`config.mk`:
```
export PLATFORM = sky130hd
export DESIGN_NAME = led_frame_driver
export DESIGN_NICKNAME = d
export VERILOG_FILES = /design/src/rtl/led_pkg.sv /design/src/rtl/led_bit_encoder.sv /design/src/rtl/led_frame_driver.sv
export SDC_FILE = /design/constraint.sdc
export NUM_CORES = 1
export LEC_CHECK = 0
export CAP_MARGIN = 20
export CORE_UTILIZATION = 54
export CTS_CLUSTER_DIAMETER = 40
export CTS_CLUSTER_SIZE = 40
export DETAILED_ROUTE_END_ITERATION = 10
export PLACE_DENSITY = 0.75
export SLEW_MARGIN = 30
export SYNTH_ARGS = -nofsm -noshare
export SYNTH_HDL_FRONTEND = slang
export SYNTH_HIERARCHICAL = 1
export SYNTH_SLANG_ARGS = --single-unit
export TNS_END_PERCENT = 20
```
`constraint.sdc`:
```
create_clock -name clk -period 4 [get_ports clk]
set_input_delay 0.6 -clock clk [delete_from_list [all_inputs] [get_ports clk]]
set_output_delay 0.6 -clock clk [all_outputs]
set_load 0.1 [all_outputs]
```
`src/rtl/led_pkg.sv`:
```
// rtl/led_pkg.sv - shared states, colour order, default timing and time-to-cycle helpers
package led_pkg;

  typedef enum logic [2:0] {IDLE, FETCH, LOAD, SEND, LATCH} led_state_e;
  typedef enum logic {GRB, RGB} led_order_e;

  localparam int DEF_CLK_HZ  = 24_000_000;
  localparam int DEF_T0H_NS  = 400;
  localparam int DEF_T1H_NS  = 800;
  localparam int DEF_TBIT_NS = 1250;
  localparam int DEF_TRST_US = 80;

  // Rounded to the nearest whole clock cycle.
  function automatic int ns_to_cycles(input longint clk_hz, input longint t_ns);
    return int'((clk_hz * t_ns + 64'sd500_000_000) / 64'sd1_000_000_000);
  endfunction

  function automatic int us_to_cycles(input longint clk_hz, input longint t_us);
    return int'((clk_hz * t_us) / 64'sd1_000_000);
  endfunction

  function automatic logic [7:0] scale_channel(input logic [7:0] c, input logic [7:0] b);
    logic [16:0] p;
    p = {9'd0, c} * ({9'd0, b} + 17'd1);
    return p[15:8];
  endfunction

endpackage

```
`src/rtl/led_bit_encoder.sv`:
```
// rtl/led_bit_encoder.sv - one-bit pulse shaper: high for T1H/T0H cycles, low to fill TBIT
module led_bit_encoder #(
  parameter int T0H  = 10,
  parameter int T1H  = 19,
  parameter int TBIT = 30
) (
  input  logic clk,
  input  logic reset,
  input  logic bit_val,
  input  logic go,
  output logic line,
  output logic bit_end
);

  localparam int CW = (TBIT > 1) ? $clog2(TBIT) : 1;

  logic [CW-1:0] cnt;
  logic [CW-1:0] high_len;
  logic          active;

  // Asserted during the last cycle of the bit so the next go lands with zero gap.
  assign bit_end = active && (cnt == CW'(TBIT - 1));

  always_ff @(posedge clk) begin
    if (reset) begin
      cnt      <= '0;
      high_len <= '0;
      active   <= 1'b0;
      line     <= 1'b0;
    end else if (go) begin
      cnt      <= '0;
      high_len <= bit_val ? CW'(T1H) : CW'(T0H);
      active   <= 1'b1;
      line     <= 1'b1;
    end else if (active) begin
      if (bit_end) begin
        cnt    <= '0;
        active <= 1'b0;
        line   <= 1'b0;
      end else begin
        cnt  <= cnt + CW'(1);
        line <= (cnt + CW'(1)) < high_len;
      end
    end
  end

endmodule

```
`src/rtl/led_frame_driver.sv`:
```
// rtl/led_frame_driver.sv - serial LED frame driver; LED_BRIGHTNESS_EN adds a brightness input
module led_frame_driver
  import led_pkg::*;
#(
  parameter int         NUM_LEDS = 144,
  parameter int         CLK_HZ   = DEF_CLK_HZ,
  parameter int         T0H_NS   = DEF_T0H_NS,
  parameter int         T1H_NS   = DEF_T1H_NS,
  parameter int         TBIT_NS  = DEF_TBIT_NS,
  parameter int         TRST_US  = DEF_TRST_US,
  parameter led_order_e ORDER    = GRB,
  localparam int        AW       = (NUM_LEDS > 1) ? $clog2(NUM_LEDS) : 1
) (
  input  logic          clk,
  input  logic          reset,
  input  logic          start,
  output logic          busy,
  output logic          done,
  output logic          pix_rd,
  output logic [AW-1:0] pix_addr,
  input  logic [23:0]   pix_data,
  output logic          to_light
`ifdef LED_BRIGHTNESS_EN
  ,
  input  logic [7:0]    brightness
`endif
);

  localparam int T0H       = ns_to_cycles(CLK_HZ, T0H_NS);
  localparam int T1H       = ns_to_cycles(CLK_HZ, T1H_NS);
  localparam int TBIT      = ns_to_cycles(CLK_HZ, TBIT_NS);
  localparam int LATCH_CYC = us_to_cycles(CLK_HZ, TRST_US);
  localparam int LCW       = (LATCH_CYC > 1) ? $clog2(LATCH_CYC) : 1;

  if (NUM_LEDS < 1 || T0H < 1 || T1H >= TBIT) begin : g_param_check
    $error("led_frame_driver: illegal NUM_LEDS or bit timing");
  end

  led_state_e     state;
  logic [AW-1:0]  pix_idx;
  logic [23:0]    cur;
  logic [23:0]    nxt;
  logic [4:0]     bit_cnt;
  logic           rd_pend;
  logic [LCW-1:0] lcnt;
  logic [23:0]    pix_wire;
  logic [23:0]    next_word;
  logic           more;
  logic           enc_go;
  logic           enc_bit;
  logic           bit_end;
`ifdef LED_BRIGHTNESS_EN
  logic [7:0]     bright_q;
`endif

  assign busy = (state != IDLE);
  assign more = (32'(pix_idx) + 32'd1) < 32'(NUM_LEDS);
  // A prefetch that landed this very cycle has not reached nxt yet.
  assign next_word = rd_pend ? pix_wire : nxt;

  always_comb begin
    pix_wire = (ORDER == RGB) ? {pix_data[15:8], pix_data[23:16], pix_data[7:0]} : pix_data;
`ifdef LED_BRIGHTNESS_EN
    pix_wire = {scale_channel(pix_wire[23:16], bright_q),
                scale_channel(pix_wire[15:8],  bright_q),
                scale_channel(pix_wire[7:0],   bright_q)};
`endif
  end

  always_comb begin
    enc_go  = 1'b0;
    enc_bit = 1'b0;
    if (state == LOAD) begin
      enc_go  = 1'b1;
      enc_bit = pix_wire[23];
    end else if (state == SEND && bit_end) begin
      if (bit_cnt != 5'd23) begin
        enc_go  = 1'b1;
        enc_bit = cur[23];
      end else if (more) begin
        enc_go  = 1'b1;
        enc_bit = next_word[23];
      end
    end
  end

  always_ff @(posedge clk) begin
    if (reset) begin
      state    <= IDLE;
      done     <= 1'b0;
      pix_rd   <= 1'b0;
      pix_addr <= '0;
      pix_idx  <= '0;
      cur      <= '0;
      nxt      <= '0;
      bit_cnt  <= '0;
      rd_pend  <= 1'b0;
      lcnt     <= '0;
`ifdef LED_BRIGHTNESS_EN
      bright_q <= '0;
`endif
    end else begin
      done    <= 1'b0;
      pix_rd  <= 1'b0;
      rd_pend <= pix_rd && (state == SEND);
      if (rd_pend) nxt <= pix_wire;
      case (state)
        IDLE: begin
          if (start) begin
            state    <= FETCH;
            pix_rd   <= 1'b1;
            pix_addr <= '0;
            pix_idx  <= '0;
`ifdef LED_BRIGHTNESS_EN
            bright_q <= brightness;
`endif
          end
        end
        FETCH: state <= LOAD;
        LOAD: begin
          state   <= SEND;
          cur     <= pix_wire << 1;
          bit_cnt <= '0;
        end
        SEND: begin
          if (bit_end) begin
            if (bit_cnt != 5'd23) begin
              cur     <= cur << 1;
              bit_cnt <= bit_cnt + 5'd1;
              if (bit_cnt == 5'd22 && more) begin
                pix_rd   <= 1'b1;
                pix_addr <= pix_idx + AW'(1);
              end
            end else if (more) begin
              cur     <= next_word << 1;
              bit_cnt <= '0;
              pix_idx <= pix_idx + AW'(1);
            end else begin
              state <= LATCH;
              lcnt  <= '0;
            end
          end
        end
        LATCH: begin
          if (lcnt == LCW'(LATCH_CYC - 1)) begin
            state <= IDLE;
            done  <= 1'b1;
          end else begin
            lcnt <= lcnt + LCW'(1);
          end
        end
        default: state <= IDLE;
      endcase
    end
  end

  led_bit_encoder #(
    .T0H (T0H),
    .T1H (T1H),
    .TBIT(TBIT)
  ) u_bit_encoder (
    .clk    (clk),
    .reset  (reset),
    .bit_val(enc_bit),
    .go     (enc_go),
    .line   (to_light),
    .bit_end(bit_end)
  );

endmodule

```
# --- Yosys cells after proc, flatten, opt, wreduce, memory -nomap -nowiden ---
# Index checks and enable logic that the tools add are counted.
totals:
  input_bits: 27
  ff_bits: 98
  out_inout_bits: 12
op_classes:
  magnitude_cmp: 2
  mux: 51
  reduce_logical: 17
  n_eq_ne: 18
  bitwise: 1
  addsub: 5
ops:
  columns: ["op", "n"]
  rows:
  - ["2-to-1 mux 24 bit", 4]
  - ["2-to-1 mux 8 bit", 7]
  - ["one-hot mux 24 bit (2 select lines)", 1]
  - ["2-to-1 mux 11 bit", 4]
  - ["one-hot mux 8 bit (2 select lines)", 2]
  - ["2-to-1 mux 5 bit", 5]
  - ["one-hot mux 11 bit (2 select lines)", 1]
  - ["AND reduction 5 bit", 4]
  - ["2-to-1 mux 1 bit", 19]
  - ["2-to-1 mux 3 bit", 5]
  - ["one-hot mux 3 bit (5 select lines)", 1]
  - ["inequality test 2 bit, second input constant", 7]
  - ["adder 11 x 1 -> 11 bit, second input constant", 1]
  - ["== test 11 bit, second input constant", 1]
  - ["adder 5 x 1 -> 5 bit, second input constant", 2]
  - ["== test 5 bit, second input constant", 2]
  - ["one-hot mux 5 bit (2 select lines)", 1]
  - ["adder 8 x 1 -> 9 bit, second input constant", 1]
  - ["< comparator 9 x 8 -> 1 bit, second input constant", 1]
  - ["adder 8 x 1 -> 8 bit, second input constant", 1]
  - ["nonzero test 2 bit", 4]
  - ["== test 3 x 2 -> 1 bit, second input constant", 2]
  - ["< comparator 5 bit", 1]
  - ["inequality test 5 bit, second input constant", 1]
  - ["11 further kinds", 16]

# --- Depth between registers and ports, before layout ---
depth:
  word_depth: 7
  depth_mapped: 13

# --- Cells and area by module ---
# The synthesis kept the hierarchy.
by_module_without_submodules:
  columns: ["mod", "n_inst", "seq_area_each_um2", "area_per_inst_um2", "cells_each"]
  rows:
  - ["led_frame_driver", 1, 1701.6, 4196.5, 489]
  - ["led_bit_encoder", 1, 200.2, 539.3, 63]

# --- Worst setup path after synthesis ---
# Ideal clock, no wire load.
synth_path:
  path_type: "reg2reg"
  start: "register pix_idx[0]"
  end: "register u_bit_encoder.cnt[3]"
  stages_incl_launch_ff: 13
  setup_slack_ns: 1.232
  setup_time_ns: 0.117
  arrival_ns: 2.650
  n_path_buf: 4
  t_required_ns: 3.883
  synth_period_minus_slack_ns: 2.768
  path_cell_list: "dfxtp_1 -> ha_1 -> buf_6 -> a311o_2 -> nand2_1 -> a21oi_1 -> o32ai_1 -> buf_2 -> buf_2 -> clkbuf_1 -> nor2_1 -> and3_1 -> a32o_1"
synth_between:
  elab_chain_cells: 7
synth_lines:
  columns: ["item", "line", "rtl"]
  rows:
  - ["start, declared", "led_frame_driver.sv:40", "logic [AW-1:0] pix_idx;"]
  - ["start signal, assigned", "led_frame_driver.sv:137", "pix_idx <= pix_idx + AW'(1);"]
  - ["adder 8 x 1 -> 9 bit", "led_frame_driver.sv:57", "assign more = (32'(pix_idx) + 32'd1) < 32'(NUM_LEDS);"]
  - ["< comparator 9 x 8 -> 1 bit", "led_frame_driver.sv:57", null]
  - ["2-to-1 mux 1 bit", "led_frame_driver.sv:80", "end else if (more) begin"]
  - ["2-to-1 mux 1 bit", "led_frame_driver.sv:77", "if (bit_cnt != 5'd23) begin"]
  - ["2-to-1 mux 1 bit", "led_frame_driver.sv:76", "end else if (state == SEND && bit_end) begin"]
  - ["2-to-1 mux 1 bit", "led_frame_driver.sv:73", "if (state == LOAD) begin"]
  - ["named net enc_go", "led_frame_driver.sv:49", "logic enc_go;"]
  - ["OR reduction 2 bit (no source line)", null, null]
  - ["end signal, assigned", "led_bit_encoder.sv:41", "cnt <= cnt + CW'(1);"]
  - ["end, declared", "led_bit_encoder.sv:17", "logic [CW-1:0] cnt;"]
# The timed path passes the listed nets, and every way through them passes these cells.
# A chain may end at the register's enable or synchronous reset.

# --- Final worst setup path ---
layout_path:
  start: "register u_bit_encoder.cnt[0]"
  end: "register pix_idx[4]"
layout_between:
  elab_chain_cells: 4
layout_lines:
  columns: ["item", "line", "rtl"]
  rows:
  - ["== test 5 bit", "led_bit_encoder.sv:22", "assign bit_end = active && (cnt == CW'(TBIT - 1));"]
  - ["logical AND 1 bit", "led_bit_encoder.sv:22", null]
  - ["named net bit_end", "led_frame_driver.sv:51", "logic bit_end;"]
  - ["inequality test 2 bit (no source line)", null, null]
  - ["AND reduction 5 bit (no source line)", null, null]
# The timed path passes the listed nets, and every way through them passes these cells.

==> metrics <==
GRT Resource Usage Total=23.67%; worst setup path category=flip-flop to flip-flop; first-pass GRT wire length=17.15 mm; # fillers=726; die height=95.65 microns; Routed WL=10.20 mm; compound-gate portion of the synthesized area=20.29%; GR Layer Usage met1=30.77%; Reg area=0.001903 sq mm; Setup-failing EPs final=0; Max Slew Vio Count=0; post-layout instance area=0.005320 sq mm; Slew HR=34.79%; H-tree depth=3; Distinct cells, synth=65; initial antenna violation count=0; core region area=0.008341 sq mm; worst-skew pair later-pin latency=0.36 ns; Initial DRC Count=257; Resized cells post-CTS=0; die area=0.009149 sq mm; Cells after Synth=552; Detail Placement HPWL=6.476 mm; min Tclk post-route=3.155 ns; most area-consuming cells after synthesis=dfxtp_1 (40%), mux2i_1 (9.9%), nor2_1 (7.0%); R2R Path End=pix_idx[4]; busiest grt layer=met2; Syn Area/Cell=8.579 sq um; number of synthesized flops with an enable pin=0; DRT Pass-1 Iters=4; Num CTS Buffers=9; worst clock skew=0.01251 ns; CTS tree=built; Initial Utilization=56.78%; layout cells sized above 1=7.679%; R2R Path Start=u_bit_encoder/cnt[0]; number of hold buffers added after cts=0; ANT cells=0; Post-synth top cells=dfxtp_1 (95), nor2_1 (88), a21oi_1 (55); drc violations=0; worst hold slack=0.4822 ns; Post-DRT Antenna Nets=0; #FFs+latches synth=95; Placement Cell Area=0.005100 sq mm; Primary FF master, synth=dfxtp_1; vias in the first global route=3712; DR vias=4077; GR Util met3=3.668%; Max Root-Sink Buffers=2; Fmax=317.0 MHz; Post-Synth Adder-Cell Area=2.378%; Clock Sink Count=95; mux share of post-synthesis cell area=10.17%; Ports=39; Power Total=1914 uW; Tcrit/Tclk final=78.87%; sequential-to-total area share from yosys stat=40.16%; CP Launch Type=flip-flop; R2R setup slack=0.85 ns; syn_nets=588; Yosys top cell area share=40.16%; hold crit path type=flip-flop to flip-flop; Crit. End Element=flip-flop; Static Leak=0.001838 uW; CP Capture Point=pix_idx[4]; Post-Syn Area=0.004736 sq mm; crit path launch=u_bit_encoder/cnt[0]; IO Port Bufs=38; Area Growth Syn to Fin=12.34%; Horiz. Die Dim=95.65 microns; vias per inst=6.013; worst r2r path cells=8; largest family of logic cells by synthesized area=compound AO/OA/AOI/OAI gates; Hold Vio Cnt, Final=0; post-layout net count=604; simple-gate share of the synthesized area=19.68%; Yosys top cell by area=dfxtp_1; worst path required time=4.28 ns; Overflow after GRT=0; RSZ-0062 raised after global routing=no; FP Rows=33; max cap viols=0; RD Place Congestion=0.8130; Post-Synth XOR/XNOR Area=1.480%; area of the multi-input gates=0.002579 sq mm; async set-or-reset flop fraction in the synthesized netlist=0%; Power Dens Cells=359.8 mW/mm^2; most instantiated library cell after synthesis=dfxtp_1; YS warnings=6; Clk pin slew, worst setup/hold paths=0.10 ns; routing usage on met2=39.40%; CP arrival=3.44 ns; wire per inst=15.04 microns; status=finished clean; Post-CTS Setup Inserts=0; Clock Root Buffer=clkbuf_8; Fin Setup TNS=0 ns; VDD IR max=0.1829 mV; CP max FO=14; Worst-Margin Slew=0.9751 ns; largest net degree at the start of global routing=90
critical path, cell delays in order, from the launching register on:
cell and delay (ns):
dfxtp_1 0.43, ha_1 0.22, nand4_2 0.22, nor2_1 0.50, nand3_1 0.19, a21o_2 0.35
or4_1 0.58, or4_1 0.45, a21oi_1 0.15
placed cells by master, fill, tap and decap left out, types with 4 or more instances in the layout:
cell	synthesis	final
nor3_1	4	4
nand4_1	6	6
a21oi_1	55	55
o21ai_0	16	16
xnor2_1	6	6
nand2_1	24	24
and3_1	6	6
nor2_1	88	87
or4_1	4	4
clkdlybuf4s50_1	0	37
a311oi_1	10	10
dfxtp_1	95	94
ha_1	9	9
o22ai_1	23	23
nand3_1	21	21
o211ai_1	6	6
nand3b_1	4	4
mux2i_1	47	47
buf_4	2	8
nor2b_1	4	4
nor3b_1	5	5
clkbuf_8	0	9
nand2b_1	8	8
inv_1	14	14
through the flow:
stage | std cells | utilization (%) | worst slack, ns
after floorplan | 552 | - | 1.232
after global placement | 662 | 61.15 | 1.058
after detailed placement | 662 | 61.15 | 0.9330
after CTS | 678 | 63.77 | 0.8794
after global routing | 678 | 63.79 | 0.6738
final | 678 | 63.79 | 0.8451
sequential cells by signal, summed over array words and instances (netlist names):
register and count:
bit_cnt 5, cur 23, done 1, lcnt 11, nxt 24, pix_addr 8
pix_idx 8, pix_rd 1, rd_pend 1, state 3, u_bit_encoder/active 1, u_bit_encoder/cnt 5
u_bit_encoder/high_len 3, u_bit_encoder/line 1
cell families after synthesis:
| logic type | Yosys count |
|---|---|
| buffers and inverters | 55 |
| AOI/OAI and AO/OA | 146 |
| adders and majority gates | 9 |
| muxes | 48 |
| DFF | 95 |
| and+or+nand+nor | 191 |
| xor gates and xnor gates | 8 |
report_power, final:
group	internal [uW]	leakage (uW)	switching [uW]
registers	970	0.000769	22.8
logic	92.6	0.000959	127
clock network	355	0.000110	347
cell type report:
class | count | area share [%]
clock buffer | 9 | 2.328
timing repair buffer | 46 | 8.184
inverter | 14 | 0.9878
multi-input combinational | 402 | 48.47
sequential | 95 | 35.77
tap | 105 | 2.469
clock inverter | 7 | 1.787
how the worst min path moves through the flow:
stage / startpoint / end / depth (start not counted)
after global placement: u_bit_encoder/high_len[1] / u_bit_encoder/high_len[1] / 2
after global routing: pix_addr[2] / pix_addr[2] / 2
after floorplan: u_bit_encoder/high_len[1] / u_bit_encoder/high_len[1] / 2
after detailed placement: pix_addr[2] / pix_addr[2] / 2
final: pix_addr[2] / pix_addr[2] / 2
after CTS: pix_addr[2] / pix_addr[2] / 2
layer usage:
metal / share of wire [%] / routed length (microns)
met5: 0 / 0
met4: 1.0 / 104
met3: 4.0 / 409
met2: 48 / 4913
met1: 47 / 4772
(Power assumes the default switching activity.)
==> patch (same flow settings) <==
Register the input `start` before use, without a reset. The logic sees it one clock later. The other inputs are not delayed to match.
--- a/src/rtl/led_frame_driver.sv
+++ b/src/rtl/led_frame_driver.sv
@@ -33,2 +33,8 @@
   localparam int LCW       = (LATCH_CYC > 1) ? $clog2(LATCH_CYC) : 1;
+
+  logic start_q;
+
+  always_ff @(posedge clk) begin
+    start_q <= start;
+  end
 
@@ -108,3 +114,3 @@
         IDLE: begin
-          if (start) begin
+          if (start_q) begin
             state    <= FETCH;
Formal check against the unedited RTL: not equivalent (Yosys sat finds a counterexample within 4 cycles, from zero or initial values and one cycle with reset high).
==> patch against the original RTL <==
Clock power shrank 20%; worst setup slack gained 0.24 ns; design area shrank 0.56%; routed wire length shrank 2.4%; sequential cell count grew 1; largest power group unchanged; fmax grew 8.1%; synthesized area shrank 0.69%; power shrank 3.8%; count of clock-buffer cells in the layout is the same; register-to-register slack gained 0.43 ns.
==> patch: results (changes against the original RTL) <==
outcome:
  run_status: "finished clean"
place:
  dp_slack_ns: 0.963  # +0.0303 ns
  placed_area_um2: 5110  # +0.22%
  port_buffers: 38  # unchanged
  gp_congestion: 0.866  # +6.5%
  dp.cells: 670  # +1.2%
grt:
  grtUsageTotal_pct: 23.7  # about the same
  grt_pass1_vias: 3621  # -2.5%
worst_setup_path:
  r2r-start: "pix_idx[0]"
  cp_slowest_cell: "clkdlybuf4s50_1"
  cpLargestDelayFamily: "buffers and inverters"
  crit_fanout: 12  # -2
  slowest_delay_ns: 1.14  # +0.56 ns
  rrSetupSlack_ns: 1.28  # +0.43 ns
hold_path:
  hold_start: "pix_addr[6]"
  worstHoldEndpoint: "pix_addr[6]"
pwr:
  vdd_drop_max_mv: 0.309  # +69%
  power_density_nw_per_um2: 348  # -3.3%
  power_leakage_nw: 1.84  # +0.38%
  p_int_mw: 1.32  # -6.6%
  seq_power_share_pct: 54.8  # +3.0 points
logic_synthesis:
  synth_fa_ha_area_share_pct: 2.39  # +0.016 points
  syn_nets: 591  # +0.51%
  synth_xor_area_share_pct: 1.86  # +0.38 points
  synth_compound_area_share_pct: 19.0  # -1.3 points
  synth_seq_area_share_pct: 40.9  # +0.70 points
  muxShareOfSynthArea_pct: 10.5  # +0.31 points
  synth_area_leaders: "dfxtp_1 41%, mux2i_1 10%, nor2_1 8.1%, a21oi_1 4.9%, nand2_1 3.3%"
  avgSynthCellArea_um2: 8.47  # -1.2%
  ys_types: 61  # -6.2%
detailed_routing:
  drt_pass1_iterations: 5  # +1
  routed_wl_um: 9960  # -2.4%
  via_per_inst: 5.88  # -2.3%
  drtIter0Drc: 160  # -38%
sta:
  tightest_slew_ns: 0.988  # +0.0125 ns
  skew_ns: 0.0120  # -0.000552 ns
cells_and_area:
  final_core_util_pct: 63.4  # -0.36 points
  drive_above_1_share_pct: 6.38  # -1.3 points
  nNetsFinal: 612  # +1.3%
  nFillCells: 752  # +3.6%
clock_tree:
  post-cts-setup-buffer-count: 0  # unchanged
-- patch: worst max-delay path by stage --
stage               slack, ns  depth (start not counted)        from                   end
floorplan                1.21                         12  pix_idx[0]  u_bit_encoder/cnt[3]
global placement         1.04                          8  pix_idx[0]  u_bit_encoder/cnt[3]
detailed placement       0.96                          8  pix_idx[0]  u_bit_encoder/cnt[3]
CTS                      0.95                          8  pix_idx[0]  u_bit_encoder/cnt[3]
global route             0.90                          3    state[0]                  busy
finish                   1.08                          3    state[0]                  busy
-- patch: cell type report --
type                       count  area share, %
timing repair buffer          46           8.23
sequential                    96           36.3
tap                          105           2.48
multi-input combinational    414           49.1
clock inverter                 6          0.851
inverter                       9          0.639
clock buffer                   9           2.34
-- patch: per-layer routing --
| metal | track usage, % | share of wire [%] |
|---|---|---|
| met1 | 31.0 | 48 |
| met2 | 39.1 | 46 |
| met3 | 5.34 | 4.5 |
| met4 | 6.31 | 1.3 |
| met5 | 0 | 0 |
